--- config.mk ---
export PLATFORM = sky130hd
export DESIGN_NAME = issue_scoreboard
export DESIGN_NICKNAME = d
export VERILOG_FILES = /design/src/rtl/issue_scoreboard_pkg.sv /design/src/rtl/issue_scoreboard_sb_hazard.sv /design/src/rtl/issue_scoreboard.sv
export SDC_FILE = /design/constraint.sdc
export NUM_CORES = 1
export LEC_CHECK = 0
export ABC_AREA = 0
export CAP_MARGIN = 20
export CORE_ASPECT_RATIO = 2
export CORE_MARGIN = 2
export CORE_UTILIZATION = 26
export DETAILED_ROUTE_END_ITERATION = 12
export GPL_TIMING_DRIVEN = 0
export PLACE_DENSITY = 0.44
export RECOVER_POWER = 25
export SLEW_MARGIN = 10
export SYNTH_ARGS = -nofsm -noshare
export SYNTH_HDL_FRONTEND = slang
export SYNTH_SLANG_ARGS = --single-unit
export TNS_END_PERCENT = 5
--- constraint.sdc ---
create_clock -name clk -period 28.6 [get_ports clk]
set_clock_uncertainty 0.05 [all_clocks]
set_input_delay 8.58 -clock clk [delete_from_list [all_inputs] [get_ports clk]]
set_output_delay 8.58 -clock clk [all_outputs]
set_load 0.05 [all_outputs]
--- src/rtl/issue_scoreboard_pkg.sv ---
`default_nettype none
// ============================================================================
//  Module : issue_scoreboard_pkg
//  Brief  : Shared widths and FSM encoding for the in-order issue scoreboard.
//  Rev    : 1.0
// ============================================================================
package issue_scoreboard_pkg;

    localparam int LEN_REG_ADDR = 6;
    localparam int LEN_SB_CNT   = 7;
    localparam int SB_NREG      = 2 ** LEN_REG_ADDR;

    typedef enum logic [0:0] {
        SB_RUN   = 1'b0,
        SB_DRAIN = 1'b1
    } sb_state_e;

endpackage
`default_nettype wire

--- src/rtl/issue_scoreboard_sb_hazard.sv ---
`default_nettype none
// ============================================================================
//  Module : sb_hazard
//  Brief  : Busy lookup with same-cycle writeback bypass and hazard detection.
//  Rev    : 1.0
// ============================================================================
module sb_hazard
    import issue_scoreboard_pkg::*;
#(
    parameter int NREG = SB_NREG
) (
    input  logic [NREG-1:0]         busy,
    input  logic                    wb0_valid,
    input  logic [LEN_REG_ADDR-1:0] wb0_addr,
    input  logic                    wb1_valid,
    input  logic [LEN_REG_ADDR-1:0] wb1_addr,
    input  logic [LEN_REG_ADDR-1:0] rs1,
    input  logic [LEN_REG_ADDR-1:0] rs2,
    input  logic [LEN_REG_ADDR-1:0] rd,
    output logic [NREG-1:0]         eff_busy,
    output logic                    hazard
);

    genvar i;
    generate
        for (i = 0; i < NREG; i++) begin : g_eff
            localparam logic [LEN_REG_ADDR-1:0] C_IDX = LEN_REG_ADDR'(i);
            assign eff_busy[i] = busy[i]
                               & ~(wb0_valid & (wb0_addr == C_IDX))
                               & ~(wb1_valid & (wb1_addr == C_IDX));
        end
    endgenerate

    // Address 0 means "unused" and never creates a dependency.
    assign hazard = ((rs1 != '0) & eff_busy[rs1])
                  | ((rs2 != '0) & eff_busy[rs2])
                  | ((rd  != '0) & eff_busy[rd]);

endmodule
`default_nettype wire

--- src/rtl/issue_scoreboard.sv ---
`default_nettype none
// ============================================================================
//  Module : issue_scoreboard
//  Brief  : In-order issue controller: busy table, in-flight count, drain FSM.
//  Rev    : 1.0
// ============================================================================
module issue_scoreboard
    import issue_scoreboard_pkg::*;
#(
    parameter int NREG  = SB_NREG,
    parameter int CNT_W = LEN_SB_CNT
) (
    input  logic                    clk,
    input  logic                    rstn,
    input  logic                    dec_valid,
    output logic                    dec_ready,
    input  logic [LEN_REG_ADDR-1:0] dec_a_rs1,
    input  logic [LEN_REG_ADDR-1:0] dec_a_rs2,
    input  logic [LEN_REG_ADDR-1:0] dec_a_rd,
    input  logic                    dec_long,
    input  logic                    dec_serial,
    input  logic                    long_busy,
    output logic                    issue_valid,
    input  logic                    issue_ready,
    input  logic                    wb0_valid,
    input  logic [LEN_REG_ADDR-1:0] wb0_addr,
    input  logic                    wb1_valid,
    input  logic [LEN_REG_ADDR-1:0] wb1_addr,
    input  logic                    flush,
    output logic [CNT_W-1:0]        inflight,
    output logic                    idle,
    output logic                    sb_err
);

    logic [NREG-1:0]  r_busy;
    logic [NREG-1:0]  w_busy_next;
    logic [NREG-1:0]  w_eff_busy;
    logic [CNT_W-1:0] r_inflight;
    logic [CNT_W-1:0] w_cnt_after_clr;
    logic             r_sb_err;
    sb_state_e        r_state;
    sb_state_e        w_state_next;

    logic w_hazard, w_stall, w_fire, w_set;
    logic w_wb0_hit, w_wb1_hit, w_err;

    sb_hazard #(.NREG(NREG)) u_hazard (
        .busy      (r_busy),
        .wb0_valid (wb0_valid),
        .wb0_addr  (wb0_addr),
        .wb1_valid (wb1_valid),
        .wb1_addr  (wb1_addr),
        .rs1       (dec_a_rs1),
        .rs2       (dec_a_rs2),
        .rd        (dec_a_rd),
        .eff_busy  (w_eff_busy),
        .hazard    (w_hazard)
    );

    // Dual writeback to one register counts as a single clear.
    assign w_wb0_hit = wb0_valid & (wb0_addr != '0) & r_busy[wb0_addr];
    assign w_wb1_hit = wb1_valid & (wb1_addr != '0) & r_busy[wb1_addr]
                     & ~(w_wb0_hit & (wb0_addr == wb1_addr));

    assign w_err = (wb0_valid & (wb0_addr != '0) & ~r_busy[wb0_addr])
                 | (wb1_valid & (wb1_addr != '0) & ~r_busy[wb1_addr])
                 | (wb0_valid & wb1_valid & (wb0_addr != '0) & (wb0_addr == wb1_addr));

    assign w_cnt_after_clr = r_inflight - CNT_W'(w_wb0_hit) - CNT_W'(w_wb1_hit);

    assign w_stall = w_hazard
                   | (dec_long & long_busy)
                   | flush
                   | (r_state != SB_RUN)
                   | (dec_serial & (w_cnt_after_clr != '0));

    assign issue_valid = rstn & dec_valid & ~w_stall;
    assign w_fire      = issue_valid & issue_ready;
    assign dec_ready   = w_fire;
    assign w_set       = w_fire & (dec_a_rd != '0);

    // Set is applied last so a same-cycle re-issue keeps the register busy.
    always_comb begin
        w_busy_next = r_busy;
        if (w_wb0_hit) w_busy_next[wb0_addr] = 1'b0;
        if (w_wb1_hit) w_busy_next[wb1_addr] = 1'b0;
        if (w_set)     w_busy_next[dec_a_rd] = 1'b1;
    end

    always_comb begin
        w_state_next = r_state;
        case (r_state)
            SB_RUN: begin
                if (dec_valid & dec_serial & ~flush & (w_cnt_after_clr != '0))
                    w_state_next = SB_DRAIN;
            end
            SB_DRAIN: begin
                if ((w_cnt_after_clr == '0) | flush)
                    w_state_next = SB_RUN;
            end
            default: w_state_next = SB_RUN;
        endcase
    end

    always_ff @(posedge clk or negedge rstn) begin
        if (!rstn) begin
            r_busy     <= '0;
            r_inflight <= '0;
            r_state    <= SB_RUN;
            r_sb_err   <= 1'b0;
        end else begin
            r_busy     <= w_busy_next;
            r_inflight <= w_cnt_after_clr + CNT_W'(w_set);
            r_state    <= w_state_next;
            if (w_err) r_sb_err <= 1'b1;
        end
    end

    assign inflight = r_inflight;
    assign idle     = (r_inflight == '0) & (r_state == SB_RUN);
    assign sb_err   = r_sb_err;

endmodule
`default_nettype wire

==> qor.csv, run 1 <==
metric,value,unit
status,finished with violations,
failing checks,"capacitance limit, slew limit",
CP Class,in -> out,
register area share after synthesis,0.244,
WP buf/inv,7,
Initial Util,0.265,
final setup fails,0,
DR iter-0 viols,680,
largest net degree at the start of global routing,60,
vias per inst,6.45,
RSZ-0062 raised after global routing,no,
port buffer count,33,
CP Data Required Time,19970,ps
worst setup margin,4040,ps
relative slew slack,-1.11,
post-cts resize count,0,
synth warn,0,
clk slew on worst S/H paths,60,ps
Yosys top cell area share,0.244,
CP Depth,25,
first-pass GRT wire length,60200,µm
maximum VDD drop,44.9,µV
Final Cell Area,8560,µm²
initial antenna violation count,0,
Placement Rows,87,
PD cells,42.3,nW/µm²
crit start category,input port,
Synth cell types,76,
TritonCTS Buffers,9,
commonest cells in the netlist,"81 x nand3_1, 80 x clkbuf_1, 76 x mux2i_1",
asr flop ratio synth,1.00,
Placed Instances,1255,
flop-to-flop setup slack,21870,ps
Worst R2R Start,r_busy[23],
htree depth,3,
max-slew violation count,60,
crit-path most repeated cell,ha_1,
Tcrit/Tclk final,0.859,
multi-input combinational cell area,5150,µm²
setup TNS,0,ps
Final Critical Period,24560,ps
Area Overhead vs Synth,14.4,%
core box area,28300,µm²
Routed Antenna Nets,0,
CTS tree,yes,
fin cells,1272,
Fillers,3060,
Max Clk Rate,0.0407,GHz
Leak,3.03,nW
Most used DFF post-synth,dfrtp_1,
Final Hold Violating Endpoints,0,
Detailed Routing Iterations Pass 1,5,
share of layout cells above drive strength 1,0.108,
final WL,41800,µm
FF+latch area,1830,µm²
buffer count from post-CTS setup fixing,0,
crit path DAT,15930,ps
root buffer cell,clkbuf_16,
Worst Tran Pin Value,3160,ps
WL/cell,32.8,µm
global-route track usage on met3,0.0317,
Top-Level Pins,51,
gr usage total,0.283,
Max-cap violations,1,
worst setup path end,dec_ready,
CP max stage cell,clkdlybuf4s50_1,
Post-synth EDFFs,0,
GP Congestion,1.05,
Mapped Area,7490,µm²
Hold Path Class,reg -> reg,
total gr overflow,0,
top-count cell post-synth,nand3_1,
Residual DRC,0,
hold_buf cts,0,
leading area contributor after synthesis,dfrtp_1,
met2 usage,0.515,
DIE WIDTH,124,µm
Area contributors post-synth,"dfrtp_1 24%, mux2i_1 10%, o221ai_1 7.1%",
Final nets,957,
worst hold start,sb_err,
met1 Use GR,0.260,
syn_nets,908,
CP Max Fanout,10,
clk sinks,73,
placed standard-cell area,8320,µm²
"Avg Cell Area, Syn",8.68,µm²
clk_lat worst skew,360,ps
Yosys reg bits,73,
crit-path leading delay family,buffers and inverters,
Longest Clk Path Bufs,2,
number of global-route vias before repair,8598,
cells after synthesis,862,
GRT Max-Usage Layer,met2,
CP max stage delay,730,ps
post-place setup slack,4160,ps
Final Power,0.362,mW
Register-to-Register Path Depth,26,
worst setup path startpoint,wb1_addr[1],
die height,244,µm
crit path capture type,output pin,
post-DP HPWL,34200,µm
total number of vias,8204,
ANT cells,0,
Critical R2R Capture,inflight[4],
area of the die,30200,µm²
## routing by layer
metal,share of wire,wire (µm),vias up
li1,-,-,3561
met4,0.12,4970,0
met3,0.040,1660,198
met2,0.53,22200,452
met5,0,0,-
met1,0.31,12900,3993
## registers in the layout, summed over array words and instances, names as in the netlist
register,cells
sb_err,1
r_busy,64
r_state,1
inflight,7
## layout make-up
class | count | area share
multi-input combinational | 669 | 0.602
inverter | 17 | 0.00745
sequential | 73 | 0.213
timing repair buffer | 38 | 0.0406
clock inverter | 5 | 0.00380
clock buffer | 11 | 0.0272
buffer | 103 | 0.0535
tap | 356 | 0.0520
## worst register-to-register path: stages (launching register included)
cell	delay, ps
dfrtp_1	410
mux2i_1	210
a22oi_1	120
and3_1	280
a31oi_1	250
a21oi_1	130
or2_2	320
nor3_1	580
a21oi_1	200
ha_1	360
inv_1	50
ha_1	180
nor2_1	110
ha_1	200
xor2_1	360
nor2_1	70
and4_1	270
and4_1	210
o31ai_1	630
buf_4	380
a2111oi_2	100
ha_1	250
ha_1	270
o21ai_0	190
a31oi_1	60
a41oi_1	270
xnor2_1	150
## cell usage in the layout, fill, tap and decap left out, drive strengths merged, types with 5 or more instances in the layout
cell type,count
clkbuf,93
nand3,81
mux2i,76
dfrtp,73
o31ai,65
o221ai,63
nor2,56
a22oi,40
nand2,36
clkdlybuf4s50,32
buf,27
nor3,23
inv,15
a21oi,11
a22o,11
nor4,11
nand4b,10
o21ai,10
mux4,10
a221oi,10
and3,9
xor2,9
o22ai,9
nand4,8
nand4bb,8
a2111oi,7
clkinv,7
a31oi,6
xnor2,6
ha,6
nor3b,6
or4b,6
o21a,5
nand3b,5
a21boi,5
## power by group
part	switching, mW	internal, mW	total [mW]
clock network	0.0483	0.0586	0.107
registers	0.0115	0.109	0.121
logic	0.0918	0.0425	0.134
## through the flow
step            util  hold WS [ps]
2_1_floorplan      -           414
3_3_place_gp   0.292           418
3_5_place_dp   0.294           428
6_report       0.302           435
5_1_grt        0.302           469
4_1_cts        0.303           441
## worst min-delay path by stage
| stage | end | cells after the start |
|---|---|---|
| 2_1_floorplan | r_busy[0] | 1 |
| 6_report | sb_err | 1 |
| 3_3_place_gp | sb_err | 1 |
| 3_5_place_dp | sb_err | 1 |
| 5_1_grt | sb_err | 1 |
| 4_1_cts | sb_err | 1 |
## kinds of logic after synthesis
kind of cell | synth area share
AO/OA/AOI/OAI | 0.312
XOR/XNOR | 0.0176
adder cells (fa/ha/maj) | 0.0100
buffers and inverters | 0.0697
flip-flops | 0.244
multiplexers | 0.138
AND/OR/NAND/NOR | 0.209
Power figures use the tool's default switching activity.
==> inputs of run 2 (changes only) <==
- CORE_UTILIZATION: 26 -> 65
- PLACE_DENSITY: 0.44 -> 0.89
- SLEW_MARGIN: 10 -> 30
==> qor.csv, run 2 <==
metric,value,unit,change
mux cell area share after synthesis,0.138,,unchanged
Synth cell types,76,,unchanged
Initial Util,0.663,,+0.399
TritonCTS Buffers,9,,unchanged
Top-Level Pins,51,,unchanged
Post-synth EDFFs,0,,unchanged
register area share after synthesis,0.244,,unchanged
GP Congestion,1.16,,+11%
Yosys reg bits,73,,unchanged
number of global-route vias before repair,9224,,
Most used DFF post-synth,dfrtp_1,,
"Avg Cell Area, Syn",8.68,µm²,unchanged
largest net degree at the start of global routing,57,,
status,did not finish,,
post-cts resize count,0,,unchanged
post-DP HPWL,25600,µm,-25%
asr flop ratio synth,1.00,,unchanged
commonest cells in the netlist,"81 x nand3_1, 80 x clkbuf_1, 76 x mux2i_1",,
top-count cell post-synth,nand3_1,,
htree depth,3,,unchanged
Placement Rows,55,,-37%
Area contributors post-synth,"dfrtp_1 24%, mux2i_1 10%, o221ai_1 7.1%",,
largest family of logic cells by synthesized area,compound AO/OA/AOI/OAI gates,,
Halt Stage,5_1_grt,,
XOR/XNOR share of the synthesized area,0.0175,,unchanged
syn_nets,908,,unchanged
stop err,[ERROR GRT-0116] Global routing finished with congestion. Check the congestion regions in the DRC Viewer.,,
Mapped Area,7490,µm²,unchanged
clk sinks,73,,unchanged
leading area contributor after synthesis,dfrtp_1,,
DIE WIDTH,79.9,µm,-36%
Adder-Cell Fraction of Synth Area,0.0100,,unchanged
simple-gate share of the synthesized area,0.209,,unchanged
port buffer count,33,,unchanged
hold_buf cts,0,,unchanged
gr usage total,0.597,,
first-pass GRT wire length,55800,µm,
post-place setup slack,4370,ps,+206 ps
synth warn,0,,unchanged
cells after synthesis,862,,unchanged
die height,156,µm,-36%
buffer count from post-CTS setup fixing,0,,unchanged
Synth Area in Compound Gates,0.312,,unchanged
Yosys top cell area share,0.244,,unchanged
total gr overflow,2,,
Longest Clk Path Bufs,2,,unchanged
root buffer cell,clkbuf_16,,
-- run 2: cell counts after synthesis --
No cell type changed its count.
-- run 2: logic make-up after synthesis --
group | Yosys count
simple gates | 286
buf+inv | 120
flops | 73
mux | 90
xor+xnor | 15
compound gates | 272
fa+ha+maj | 6
-- run 2: per-layer routing --
layer	GRT overflow	GRT usage
met5	0	0.00435
met4	1	0.586
met3	0	0.324
met2	1	0.841
met1	0	0.600
-- run 2: stage by stage --
stage	util	std cells	cell area (µm²)
floorplan	-	862	7490
global placement	0.708	1037	7990
detailed placement	0.712	1038	8040
CTS	0.738	1053	8330
==> inputs of run 3 (changes only) <==
- CORE_ASPECT_RATIO: 2 -> not set
- CORE_UTILIZATION: 65 -> 40
- PLACE_DENSITY: 0.89 -> not set
- PLACE_DENSITY_LB_ADDON: not set -> 0.15
==> qor.csv, run 3 (same netlist as run 1, synthesis figures left out) <==
metric,value,unit,change
status,finished with violations,,
failing checks,"capacitance limit, slew limit",,
Worst Tran Pin Value,2610,ps,
die height,141,µm,-9.6%
clk_lat worst skew,360,ps,
WP buf/inv,7,,
Residual DRC,0,,
Max-cap violations,1,,
Hold Path Class,reg -> reg,,
Top-Level Pins,51,,unchanged
final WL,33600,µm,
first-pass GRT wire length,50100,µm,
CP max stage delay,750,ps,
worst setup path end,dec_ready,,
CP Depth,25,,
area of the die,19800,µm²,
port buffer count,33,,unchanged
CP max stage cell,o31ai_1,,
Final Cell Area,8490,µm²,
ANT cells,0,,
"commonest non-fill, non-tap cell in the layout",clkbuf_1,,
final setup fails,0,,
total number of vias,8428,,
GP Congestion,1.00,,-14%
flop-to-flop setup slack,21990,ps,
Final Hold Violating Endpoints,0,,
share of layout cells above drive strength 1,0.106,,
core box area,18500,µm²,
gr usage total,0.336,,
clk sinks,73,,unchanged
CTS tree,yes,,
clk slew on worst S/H paths,60,ps,
number of global-route vias before repair,7872,,
Critical R2R Capture,inflight[4],,
placed standard-cell area,8140,µm²,+1.4%
DIE WIDTH,141,µm,+76%
maximum VDD drop,45.7,µV,
Tcrit/Tclk final,0.853,,
Detailed Routing Iterations Pass 1,6,,
PD cells,45.3,nW/µm²,
Longest Clk Path Bufs,2,,unchanged
FF+latch area,1830,µm²,
Placement Rows,50,,-9.1%
buffer count from post-CTS setup fixing,0,,unchanged
crit-path most repeated cell,ha_1,,
CP Class,in -> out,,
Worst R2R Start,r_busy[23],,
crit start category,input port,,
crit-path leading delay family,buffers and inverters,,
max reg flops,64,,
worst setup path startpoint,wb1_addr[1],,
Register-to-Register Path Depth,26,,
Max Clk Rate,0.0410,GHz,
max-slew violation count,49,,
root buffer cell,clkbuf_16,,
CP Data Required Time,19970,ps,
post-cts resize count,0,,unchanged
hold_buf cts,0,,unchanged
CP Max Fanout,10,,
crit path capture type,output pin,,
setup TNS,0,ps,
largest net degree at the start of global routing,49,,
initial antenna violation count,0,,
TritonCTS Buffers,9,,unchanged
WL/cell,29.3,µm,
total gr overflow,0,,
Final Critical Period,24400,ps,
Routed Antenna Nets,0,,
post-DP HPWL,25400,µm,-0.69%
Final nets,953,,
Area Overhead vs Synth,13.4,%,
htree depth,3,,unchanged
Fillers,1844,,
Leak,3.05,nW,
crit path DAT,15770,ps,
relative slew slack,-0.742,,
Top reg by flops,r_busy,,
RSZ-0062 raised after global routing,no,,
DR iter-0 viols,1199,,
multi-input combinational cell area,5150,µm²,
vias per inst,7.35,,
most frequent cells in the layout,"82 x clkbuf_1, 81 x nand3_1, 76 x mux2i_1",,
Initial Util,0.404,,-0.259
-- run 3: layout make-up --
| class | count | share of cell area |
|---|---|---|
| Timing Repair Buffer | 34 | 0.0386 |
| Multi-Input combinational cell | 669 | 0.607 |
| Inverter | 17 | 0.00752 |
| Clock buffer | 12 | 0.0314 |
| Clock inverter | 4 | 0.0115 |
| Buffer | 103 | 0.0540 |
| Sequential cell | 73 | 0.215 |
| Tap cell | 234 | 0.0345 |
-- run 3: worst min-delay path by stage --
stage / from / to / cells after the start
2_1_floorplan: r_busy[0] / r_busy[0] / 1
3_3_place_gp: sb_err / sb_err / 1
3_5_place_dp: sb_err / sb_err / 1
4_1_cts: sb_err / sb_err / 1
5_1_grt: sb_err / sb_err / 1
6_report: sb_err / sb_err / 1
-- run 3: per-stage QoR --
stage / utilization / hold slack, ps / std cells / setup slack, ps / power [mW]
finish: 0.458 / 416 / 1146 / 4200 / 0.385
global route: 0.458 / 428 / 1146 / 3810 / 0.400
CTS: 0.459 / 423 / 1146 / 4370 / 0.383
detailed placement: 0.440 / 409 / 1130 / 4390 / 0.244
global placement: 0.438 / 398 / 1129 / 4370 / 0.244
floorplan: - / 414 / 862 / 6530 / 0.203
-- run 3: worst reg2reg max path, stage by stage, from the launching register on --
cell       delay (ps)
dfrtp_1           440
mux2i_1           170
a22oi_1           110
and3_1            260
a31oi_1           260
a21oi_1           120
or2_2             320
nor3_1            480
a21oi_1           210
ha_1              350
inv_1              50
ha_1              190
nor2_1            120
ha_1              210
xor2_1            350
nor2_1             60
and4_1            250
and4_1            190
o31ai_1           750
buf_4             360
a2111oi_2         100
ha_1              250
ha_1              260
o21ai_0           170
a31oi_1            70
a41oi_1           230
xnor2_1           150
-- run 3: routing by layer --
layer  vias to the layer above  part of all wire  GRT usage
met2                       716              0.43      0.511
met1                      4010              0.39      0.450
met4                         0             0.050      0.158
met5                         -                 0          0
met3                       152              0.12     0.0822
li1                       3550                 -          -
-- run 3: report_power, final --
| group | internal [mW] | switching [mW] |
|---|---|---|
| Clock | 0.0924 | 0.0477 |
| Sequential | 0.109 | 0.00887 |
| Combinational | 0.0424 | 0.0839 |
